**src/rtl/mem_port_arbiter_pkg.sv**
```systemverilog
`timescale 1ns/1ps
// mem_port_arbiter_pkg
// Shared definitions for the memory port arbiter: FSM state encodings and
// the owner identifiers used for the grant / owner signals.
package mem_port_arbiter_pkg;

    typedef enum logic [1:0] {
        ARB_IDLE   = 2'd0,
        ARB_ACCESS = 2'd1,
        ARB_RESP   = 2'd2
    } arb_state_t;

    localparam logic OWNER_CORE = 1'b0;
    localparam logic OWNER_DMA  = 1'b1;

    // Width of a counter that must hold values 0 .. limit.
    function automatic int cnt_width(input int limit);
        return (limit > 1) ? $clog2(limit + 1) : 1;
    endfunction

endpackage

```
**src/rtl/mem_port_arbiter_if.sv**
```systemverilog
`timescale 1ns/1ps
// mem_port_arbiter_if
// Bundles the two requester ports (core C, DMA D), the shared memory port and
// the arbiter status outputs.
//   slave  : seen by the arbiter (requests and memory response in, acks/bus out)
//   master : seen by the surrounding system (drives requests and memory response)
interface mem_port_arbiter_if #(
    parameter int ADDR_W = 32,
    parameter int DATA_W = 32
);
    logic              c_req;
    logic              c_we;
    logic [ADDR_W-1:0] c_addr;
    logic [DATA_W-1:0] c_wdata;
    logic              c_ack;
    logic              c_err;

    logic              d_req;
    logic              d_we;
    logic [ADDR_W-1:0] d_addr;
    logic [DATA_W-1:0] d_wdata;
    logic              d_ack;
    logic              d_err;

    logic [DATA_W-1:0] rdata;

    logic              mem_valid;
    logic              mem_we;
    logic [ADDR_W-1:0] mem_addr;
    logic [DATA_W-1:0] mem_wdata;
    logic              mem_ready;
    logic [DATA_W-1:0] mem_rdata;

    logic              owner;
    logic              busy;

    modport slave (
        input  c_req, c_we, c_addr, c_wdata,
        input  d_req, d_we, d_addr, d_wdata,
        input  mem_ready, mem_rdata,
        output c_ack, c_err, d_ack, d_err, rdata,
        output mem_valid, mem_we, mem_addr, mem_wdata,
        output owner, busy
    );

    modport master (
        output c_req, c_we, c_addr, c_wdata,
        output d_req, d_we, d_addr, d_wdata,
        output mem_ready, mem_rdata,
        input  c_ack, c_err, d_ack, d_err, rdata,
        input  mem_valid, mem_we, mem_addr, mem_wdata,
        input  owner, busy
    );

endinterface

```
**src/rtl/mem_port_arbiter_rr_pick2.sv**
```systemverilog
`timescale 1ns/1ps
// rr_pick2
// Two-way round-robin pick, purely combinational.
//   req[0]      core request, req[1] DMA request
//   last_grant  id of the previous winner
//   grant_valid any request present
//   grant_id    winner; on a tie the port that did not win last time
module rr_pick2
    import mem_port_arbiter_pkg::*;
(
    input  logic [1:0] req,
    input  logic       last_grant,
    output logic       grant_valid,
    output logic       grant_id
);

    always_comb begin
        grant_valid = |req;
        grant_id    = OWNER_CORE;
        if (req == 2'b11) begin
            grant_id = ~last_grant;
        end else if (req[1]) begin
            grant_id = OWNER_DMA;
        end
    end

endmodule

```
**src/rtl/mem_port_arbiter.sv**
```systemverilog
`timescale 1ns/1ps
// mem_port_arbiter
// Shares one memory port between the core (C) and a DMA/debug master (D).
// Round-robin grant, one transaction in flight, variable-latency memory
// handshake with an optional wait-state timeout.
// Ports:
//   clk  clock
//   rst  asynchronous, active-low reset
//   bus  mem_port_arbiter_if.slave: request ports C/D with ack/err, shared
//        rdata, memory port (valid/we/addr/wdata/ready/rdata), owner, busy
// Parameters: ADDR_W, DATA_W, TIMEOUT (max ACCESS cycles, 0 = no timeout)
module mem_port_arbiter
    import mem_port_arbiter_pkg::*;
#(
    parameter int ADDR_W  = 32,
    parameter int DATA_W  = 32,
    parameter int TIMEOUT = 255
)(
    input  logic             clk,
    input  logic             rst,
    mem_port_arbiter_if.slave bus
);

    localparam int                CNT_W   = cnt_width(TIMEOUT);
    localparam bit                TO_EN   = (TIMEOUT != 0);
    localparam logic [CNT_W-1:0]  TO_LAST = CNT_W'((TIMEOUT > 0) ? TIMEOUT - 1 : 0);

    arb_state_t        state_q, state_n;
    logic [CNT_W-1:0]  wait_cnt_q;
    logic              owner_q;
    logic              last_grant_q;
    logic              err_q;
    logic [DATA_W-1:0] rdata_q;

    // Captured transaction; only observed while in ACCESS, so no reset needed.
    logic              we_q;
    logic [ADDR_W-1:0] addr_q;
    logic [DATA_W-1:0] wdata_q;

    logic grant_valid;
    logic grant_id;
    logic timeout_hit;
    logic in_access;
    logic in_resp;

    rr_pick2 u_pick (
        .req         ({bus.d_req, bus.c_req}),
        .last_grant  (last_grant_q),
        .grant_valid (grant_valid),
        .grant_id    (grant_id)
    );

    always_ff @(posedge clk or negedge rst) begin
        if (!rst) begin
            state_q <= ARB_IDLE;
        end else begin
            state_q <= state_n;
        end
    end

    always_comb begin
        state_n     = state_q;
        in_access   = 1'b0;
        in_resp     = 1'b0;
        timeout_hit = TO_EN && (wait_cnt_q == TO_LAST);
        case (state_q)
            ARB_IDLE: begin
                if (grant_valid) begin
                    state_n = ARB_ACCESS;
                end
            end
            ARB_ACCESS: begin
                in_access = 1'b1;
                if (bus.mem_ready || timeout_hit) begin
                    state_n = ARB_RESP;
                end
            end
            ARB_RESP: begin
                in_resp = 1'b1;
                state_n = ARB_IDLE;
            end
            default: state_n = ARB_IDLE;
        endcase
    end

    always_ff @(posedge clk or negedge rst) begin
        if (!rst) begin
            wait_cnt_q   <= '0;
            owner_q      <= OWNER_CORE;
            last_grant_q <= OWNER_DMA;   // so the core wins the first tie
            err_q        <= 1'b0;
            rdata_q      <= '0;
        end else begin
            case (state_q)
                ARB_IDLE: begin
                    if (grant_valid) begin
                        owner_q      <= grant_id;
                        last_grant_q <= grant_id;
                    end
                end
                ARB_ACCESS: begin
                    wait_cnt_q <= wait_cnt_q + 1'b1;
                    // mem_ready wins over a timeout landing on the same cycle
                    if (bus.mem_ready) begin
                        rdata_q <= we_q ? '0 : bus.mem_rdata;
                        err_q   <= 1'b0;
                    end else if (timeout_hit) begin
                        rdata_q <= '0;
                        err_q   <= 1'b1;
                    end
                end
                ARB_RESP: begin
                    wait_cnt_q <= '0;
                end
                default: ;
            endcase
        end
    end

    always_ff @(posedge clk) begin
        if (state_q == ARB_IDLE && grant_valid) begin
            if (grant_id == OWNER_DMA) begin
                we_q    <= bus.d_we;
                addr_q  <= bus.d_addr;
                wdata_q <= bus.d_wdata;
            end else begin
                we_q    <= bus.c_we;
                addr_q  <= bus.c_addr;
                wdata_q <= bus.c_wdata;
            end
        end
    end

    // Memory bus is forced to zero outside ACCESS so the unreset capture
    // registers never leak onto it.
    assign bus.mem_valid = in_access;
    assign bus.mem_we    = in_access & we_q;
    assign bus.mem_addr  = in_access ? addr_q  : '0;
    assign bus.mem_wdata = in_access ? wdata_q : '0;

    assign bus.c_ack = in_resp & (owner_q == OWNER_CORE);
    assign bus.d_ack = in_resp & (owner_q == OWNER_DMA);
    assign bus.c_err = bus.c_ack & err_q;
    assign bus.d_err = bus.d_ack & err_q;

    assign bus.rdata = rdata_q;
    assign bus.owner = owner_q;
    assign bus.busy  = (state_q != ARB_IDLE);

endmodule
```
**src/flat_wrapper.sv**
```systemverilog
// flat-port wrapper written by rule: the top's interface ports become plain ports
module mem_port_arbiter_flat import mem_port_arbiter_pkg::*;
#(
    parameter int ADDR_W  = 32,
    parameter int DATA_W  = 32,
    parameter int TIMEOUT = 255
)
  (clk, rst, bus_c_req, bus_c_we, bus_c_addr, bus_c_wdata, bus_d_req, bus_d_we, bus_d_addr, bus_d_wdata, bus_mem_ready, bus_mem_rdata, bus_c_ack, bus_c_err, bus_d_ack, bus_d_err, bus_rdata, bus_mem_valid, bus_mem_we, bus_mem_addr, bus_mem_wdata, bus_owner, bus_busy);
  mem_port_arbiter_if #(.ADDR_W(ADDR_W), .DATA_W(DATA_W)) bus_i ();
  input  logic clk;
  input  logic rst;
  input wire logic [$bits(bus_i.c_req)-1:0] bus_c_req;
  input wire logic [$bits(bus_i.c_we)-1:0] bus_c_we;
  input wire logic [$bits(bus_i.c_addr)-1:0] bus_c_addr;
  input wire logic [$bits(bus_i.c_wdata)-1:0] bus_c_wdata;
  input wire logic [$bits(bus_i.d_req)-1:0] bus_d_req;
  input wire logic [$bits(bus_i.d_we)-1:0] bus_d_we;
  input wire logic [$bits(bus_i.d_addr)-1:0] bus_d_addr;
  input wire logic [$bits(bus_i.d_wdata)-1:0] bus_d_wdata;
  input wire logic [$bits(bus_i.mem_ready)-1:0] bus_mem_ready;
  input wire logic [$bits(bus_i.mem_rdata)-1:0] bus_mem_rdata;
  output wire logic [$bits(bus_i.c_ack)-1:0] bus_c_ack;
  output wire logic [$bits(bus_i.c_err)-1:0] bus_c_err;
  output wire logic [$bits(bus_i.d_ack)-1:0] bus_d_ack;
  output wire logic [$bits(bus_i.d_err)-1:0] bus_d_err;
  output wire logic [$bits(bus_i.rdata)-1:0] bus_rdata;
  output wire logic [$bits(bus_i.mem_valid)-1:0] bus_mem_valid;
  output wire logic [$bits(bus_i.mem_we)-1:0] bus_mem_we;
  output wire logic [$bits(bus_i.mem_addr)-1:0] bus_mem_addr;
  output wire logic [$bits(bus_i.mem_wdata)-1:0] bus_mem_wdata;
  output wire logic [$bits(bus_i.owner)-1:0] bus_owner;
  output wire logic [$bits(bus_i.busy)-1:0] bus_busy;
  assign bus_i.c_req = bus_c_req;
  assign bus_i.c_we = bus_c_we;
  assign bus_i.c_addr = bus_c_addr;
  assign bus_i.c_wdata = bus_c_wdata;
  assign bus_i.d_req = bus_d_req;
  assign bus_i.d_we = bus_d_we;
  assign bus_i.d_addr = bus_d_addr;
  assign bus_i.d_wdata = bus_d_wdata;
  assign bus_i.mem_ready = bus_mem_ready;
  assign bus_i.mem_rdata = bus_mem_rdata;
  assign bus_c_ack = bus_i.c_ack;
  assign bus_c_err = bus_i.c_err;
  assign bus_d_ack = bus_i.d_ack;
  assign bus_d_err = bus_i.d_err;
  assign bus_rdata = bus_i.rdata;
  assign bus_mem_valid = bus_i.mem_valid;
  assign bus_mem_we = bus_i.mem_we;
  assign bus_mem_addr = bus_i.mem_addr;
  assign bus_mem_wdata = bus_i.mem_wdata;
  assign bus_owner = bus_i.owner;
  assign bus_busy = bus_i.busy;
  mem_port_arbiter #(.ADDR_W(ADDR_W), .DATA_W(DATA_W), .TIMEOUT(TIMEOUT)) u_core (.clk(clk), .rst(rst), .bus(bus_i));
endmodule
```
**config.mk**
```make
export PLATFORM = sky130hd
export DESIGN_NAME = mem_port_arbiter_flat
export DESIGN_NICKNAME = d
export VERILOG_FILES = /design/src/rtl/mem_port_arbiter_pkg.sv /design/src/rtl/mem_port_arbiter_if.sv /design/src/rtl/mem_port_arbiter_rr_pick2.sv /design/src/rtl/mem_port_arbiter.sv /design/src/flat_wrapper.sv
export SDC_FILE = /design/constraint.sdc
export NUM_CORES = 1
export LEC_CHECK = 0
export CAP_MARGIN = 10
export CORE_MARGIN = 4
export CORE_UTILIZATION = 35
export CTS_CLUSTER_DIAMETER = 200
export CTS_CLUSTER_SIZE = 12
export DETAILED_ROUTE_END_ITERATION = 12
export PLACE_DENSITY = 0.74
export SLEW_MARGIN = 20
export SYNTH_ARGS = -nofsm -noshare
export SYNTH_HDL_FRONTEND = slang
export SYNTH_SLANG_ARGS = --single-unit
```
**constraint.sdc**
```tcl
create_clock -name clk -period 5.5 [get_ports clk]
set_clock_uncertainty 0.2 [all_clocks]
set_input_delay 0.825 -clock clk [delete_from_list [all_inputs] [get_ports clk]]
set_output_delay 0.825 -clock clk [all_outputs]
set_load 0.02 [all_outputs]
```
Word level (Yosys, flattened, before mapping) --
Index checks and enable logic that the tools add are counted.
Cells by class: bitwise gates (word level) 7, muxes and demuxes 18, $add $sub $neg 1, reduce and logical (&&, ||, !) cells 10, equal/unequal tests 6
Operators with widths (count):
- 32-bit two-way mux | 7
- 8-bit case mux with 2 select lines | 1
- 8-bit by 1-bit adder with 8-bit output (second input constant) | 1
- 8-bit equality test (second input constant) | 1
- 1-bit two-way mux | 7
- 2-bit AND reduction | 3
- 2-bit nonzero test | 3
- 1-bit bitwise AND | 5
- 2-bit equality test (second input constant) | 2
- 2-bit two-way mux | 2
- 2-bit by 1-bit != test with 1-bit output (second input constant) | 2
- 2-bit case mux with 2 select lines | 1
- 2-bit by 1-bit equality test with 1-bit output (second input constant) | 1
- 2-bit zero test | 1
- 1-bit inverter | 2
- 2-bit OR reduction | 1
- 1-bit logical AND | 1
- 1-bit logical OR | 1
Storage, ports and cells: output and inout bits 104, flip-flop bits (word level) 110, word-level logic and storage cells 51, input bits 167

Longest topological paths before layout --
depth after elaboration 4, mapped depth 7

By module --
A second synthesis with hierarchy kept.
Unflattened totals: cells, all modules 356, area, all modules 5036.1 um^2
By module, submodules not included:
- mem_port_arbiter | sequential area each 3079.2 um^2, area each 5022.3 um^2, times used 1, cells an instance 354
- rr_pick2 | sequential area each 0.0 um^2, area each 13.8 um^2, times used 1, cells an instance 2

Worst setup path after synthesis --
Ideal clock, no wire load.
kind input port to flip-flop, start point in bus_d_req, end point reg u_core.addr_q[0], enable pin, path buffers 0, setup slack 1.176 ns, cell stages on the path 2, arrival 3.633 ns, cells stage by stage nor2_1 -> nor2_1
Between the ends: longest elaborated chain between the ends 2
RTL lines:
- start, declared | line flat_wrapper.sv:16 | input wire logic [$bits(bus_i.d_req)-1:0] bus_d_req;
- 2-bit OR reduction | line mem_port_arbiter_rr_pick2.sv:18 | grant_valid = |req;
- 1-bit logical AND | line mem_port_arbiter.sv:121 | if (state_q == ARB_IDLE && grant_valid) begin
- end signal, assigned | line mem_port_arbiter.sv:124 | addr_q <= bus.d_addr;
- end signal, assigned | line mem_port_arbiter.sv:128 | addr_q <= bus.c_addr;
- end, declared | line mem_port_arbiter.sv:37 | logic [ADDR_W-1:0] addr_q;
Every way passes these cells. A chain may end at the register's enable or synchronous reset.

Final worst setup path --
start point reg u_core.state_q[1], end point out bus_mem_addr[20]
Between the ends: longest elaborated chain between the ends 3
RTL lines:
- start, declared | line mem_port_arbiter.sv:28 | arb_state_t state_q, state_n;
- start signal, assigned | line mem_port_arbiter.sv:57 | state_q <= state_n;
- 2-bit by 1-bit equality test with 1-bit output | line mem_port_arbiter.sv:66 | case (state_q)
- 1-bit two-way mux | line mem_port_arbiter.sv:66
- 32-bit two-way mux | line mem_port_arbiter.sv:138 | assign bus.mem_addr = in_access ? addr_q : '0;
- end, declared | line flat_wrapper.sv:29 | output wire logic [$bits(bus_i.mem_addr)-1:0] bus_mem_addr;
Every way passes these cells.

==> summary.txt <==
Drt
  – # DRC: 0
  – Final ANT Viol Nets: 0
  – WL final: approximately 14 mm
  – WL per Instance: ~18 um
  – DR pass1 iterations: 4
  – Detailed Route Iter0 Violations: between 100 and 150
  – Via count: 3800
  – Vias per cell: between 4 and 5

Yosys
  – FF+latch count, synth: between 100 and 150
  – Syn Area/Cell: about 14 um^2
  – Largest family of logic cells by synthesized area: multiplexers
  – Complex-gate fraction of the synthesized area: under 10%
  – Number of synthesized flops with an enable pin: 65
  – Post-synth cell types: 30
  – Post-synthesis mux area share: between 10% and 20%
  – Area contributors post-synth: edfxtp_1 39%, dfrtp_1 22%, mux2_2 15%
  – Ys Warns: 0
  – Simple-Gate Fraction of Synth Area: a little over a tenth
  – Main flop type after synthesis: edfxtp_1
  – Syn_nets: between 500 and 600
  – Share of the synthesized area in the top cell type: between 30% and 40%
  – Sequential share of the synthesized area: between 60% and 70%
  – Ys async rst share: 40.9%
  – Cell taking the most area after synthesis: edfxtp_1
  – Post-Synth XOR/XNOR Area: 0.520%
  – Cells after synthesis: 357
  – Synth Area in Adders: ~1.7%
  – Mapped cell area: around 5000 um^2

Setup path
  – R2R depth: 5
  – Worst setup EP type: output pin
  – Arr. time, crit path: approximately 2.4 ns
  – Crit path required time: around 4.5 ns
  – Setup CP Type: flip-flop to output pin
  – Startpoint types: flip-flop
  – Max FO, Critical Path: slightly above 70

STA
  – RSZ-0062 raised after global routing: false
  – WHS: about 0.27 ns
  – Final Hold Fails: 0
  – Max transition margin: approximately 43%
  – Least-Margin Pin Slew: between 0.8 and 0.9 ns
  – Final slew viol count: 0
  – Achievable Freq: roughly 290 MHz
  – Minimum clock period after layout: between 3 and 4 ns
  – Worst Slack Setup Final: 2.11 ns
  – Final period util: between 60% and 70%
  – Setup violators final: 0
  – Setup TNS: 0 ns

Placement
  – Dpl hpwl: ~11 mm
  – Global placer's final weighted congestion: roughly 0.8
  – PortBufs: 270
  – Pre-CTS setup slack: roughly 2.1 ns

Clocking
  – Hold_buf cts: 0
  – CTS resizes: 0
  – Worst skew pair latency: around 0.34 ns
  – Post-CTS setup buffer count: 0
  – Root cell of the clock tree: clkbuf_16
  – Clock Path Buffers: 2
  – CTS buffer count: 9
  – CTS tree: done
  – CTS H-tree lvls: 3
  – Clk slew on worst S/H paths: 0.07 ns
  – TritonCTS Sinks: 110

Final layout
  – Commonest cells after routing, fill and taps aside: 269 x clkdlybuf4s50_1, 68 x mux2_2, 66 x and2_1
  – Ratio of cells with drive above 1 in the final layout: 14.9%
  – Antenna cells: 0
  – Commonest non-fill, non-tap cell in the layout: clkdlybuf4s50_1
  – NumNets Final: roughly 800
  – Final Util: slightly below 60%
  – Area Growth Syn to Fin: 61.7%

Hold path
  – Hold Path Class: input port to async pin

Power and ir drop
  – Power Dens Cells: around 450 nW/um^2
  – P_leak: 3.11 nW
  – Peak VDD IR: roughly 0.18 mV

Floorplanning
  – Chip width: roughly 130 um
  – I/O pins: 271
  – Starting Density: between 30% and 40%
  – # rows: 43
  – Core Region: between 10000 and 15000 um^2
  – Die H: 128 um
  – Die area: about 16000 um^2

Global route
  – Total gr overflow: 0
  – Number of global-route vias before repair: 4125
  – Total track usage: 17.1%
  – Initial antenna violation count: 0
  – Largest net degree at the start of global routing: 72
  – First-pass GRT wire length: 21.6 mm

Job
  – Max Cap Violations: 0

Run status
  – Run status: finished, final reports clean
## critical path, stage by stage, from the launching register on
cell and delay [ns]:
dfrtp_1 0.40, inv_1 0.17, ha_4 0.58, and2_1 0.25, clkdlybuf4s50_1 0.62
## final cells by class
cell class	instances	area (um^2)
clock inverters	7	50.0
repair buffers	272	2720
inverters	6	22.5
fillers	1162	5820
clock buffers	9	225
flip-flops and latches	110	3080
well taps	180	225
multi-input cells	220	1850
## through the flow
step | cells | area, um^2 | power [mW]
after floorplan | 357 | 5050 | 2.24
after global routing | 804 | 8170 | 3.84
after global placement | 788 | 7870 | 3.03
after CTS | 804 | 8150 | 3.69
after detailed placement | 788 | 7880 | 3.06
final | 804 | 8170 | 3.63
## synth_stat cells, drive strengths merged, types with 6 or more instances
cell type  instances
mux2              68
and2              66
edfxtp            65
dfrtp             44
a22o              32
buf               13
nand2              9
nor2               9
clkbuf             8
o21ai              8
ha                 7
a21oi              6
inv                6
## metal layers
metal  part of all wire, %  global-route usage [%]
met1                    35                    17.5
met2                    53                    31.6
met3                   9.5                    6.54
met4                   2.2                    5.87
met5                     0                       0
## flip-flops by register name, indices dropped and copies added (netlist names)
signal,flops
u_core.addr_q,32
u_core.bus.owner,1
u_core.bus.rdata,32
u_core.err_q,1
u_core.last_grant_q,1
u_core.state_q,2
u_core.wait_cnt_q,8
u_core.wdata_q,32
u_core.we_q,1
## power by group
group	leakage, nW	switching (mW)	internal, mW
clock network	0.131	0.296	0.308
registers	1.20	0.115	1.20
logic	1.77	0.882	0.835
total	3.11	1.29	2.34
## worst paths after layout
kind                                       from              endpoint  slack (ns)
min                                         rst   u_core.bus.rdata[9]        0.27
min reg2reg                u_core.bus.rdata[31]  u_core.bus.rdata[31]        0.30
max                           u_core.state_q[1]      bus_mem_addr[20]        2.11
max reg2reg                   u_core.state_q[1]     u_core.addr_q[27]        2.75
min in group clk           u_core.bus.rdata[31]  u_core.bus.rdata[31]        0.30
max in group asynchronous                   rst   u_core.last_grant_q        4.46
## cells by family (layout without fill, tap and decap cells)
family,count (synthesis),after routing
adder cells (fa/ha/maj),7,7
AND/OR/NAND/NOR,91,91
flip-flops,110,110
multiplexers,68,68
AO/OA/AOI/OAI,51,51
XOR/XNOR,3,3
buffers and inverters,27,294
Power figures use the tool's default switching activity.
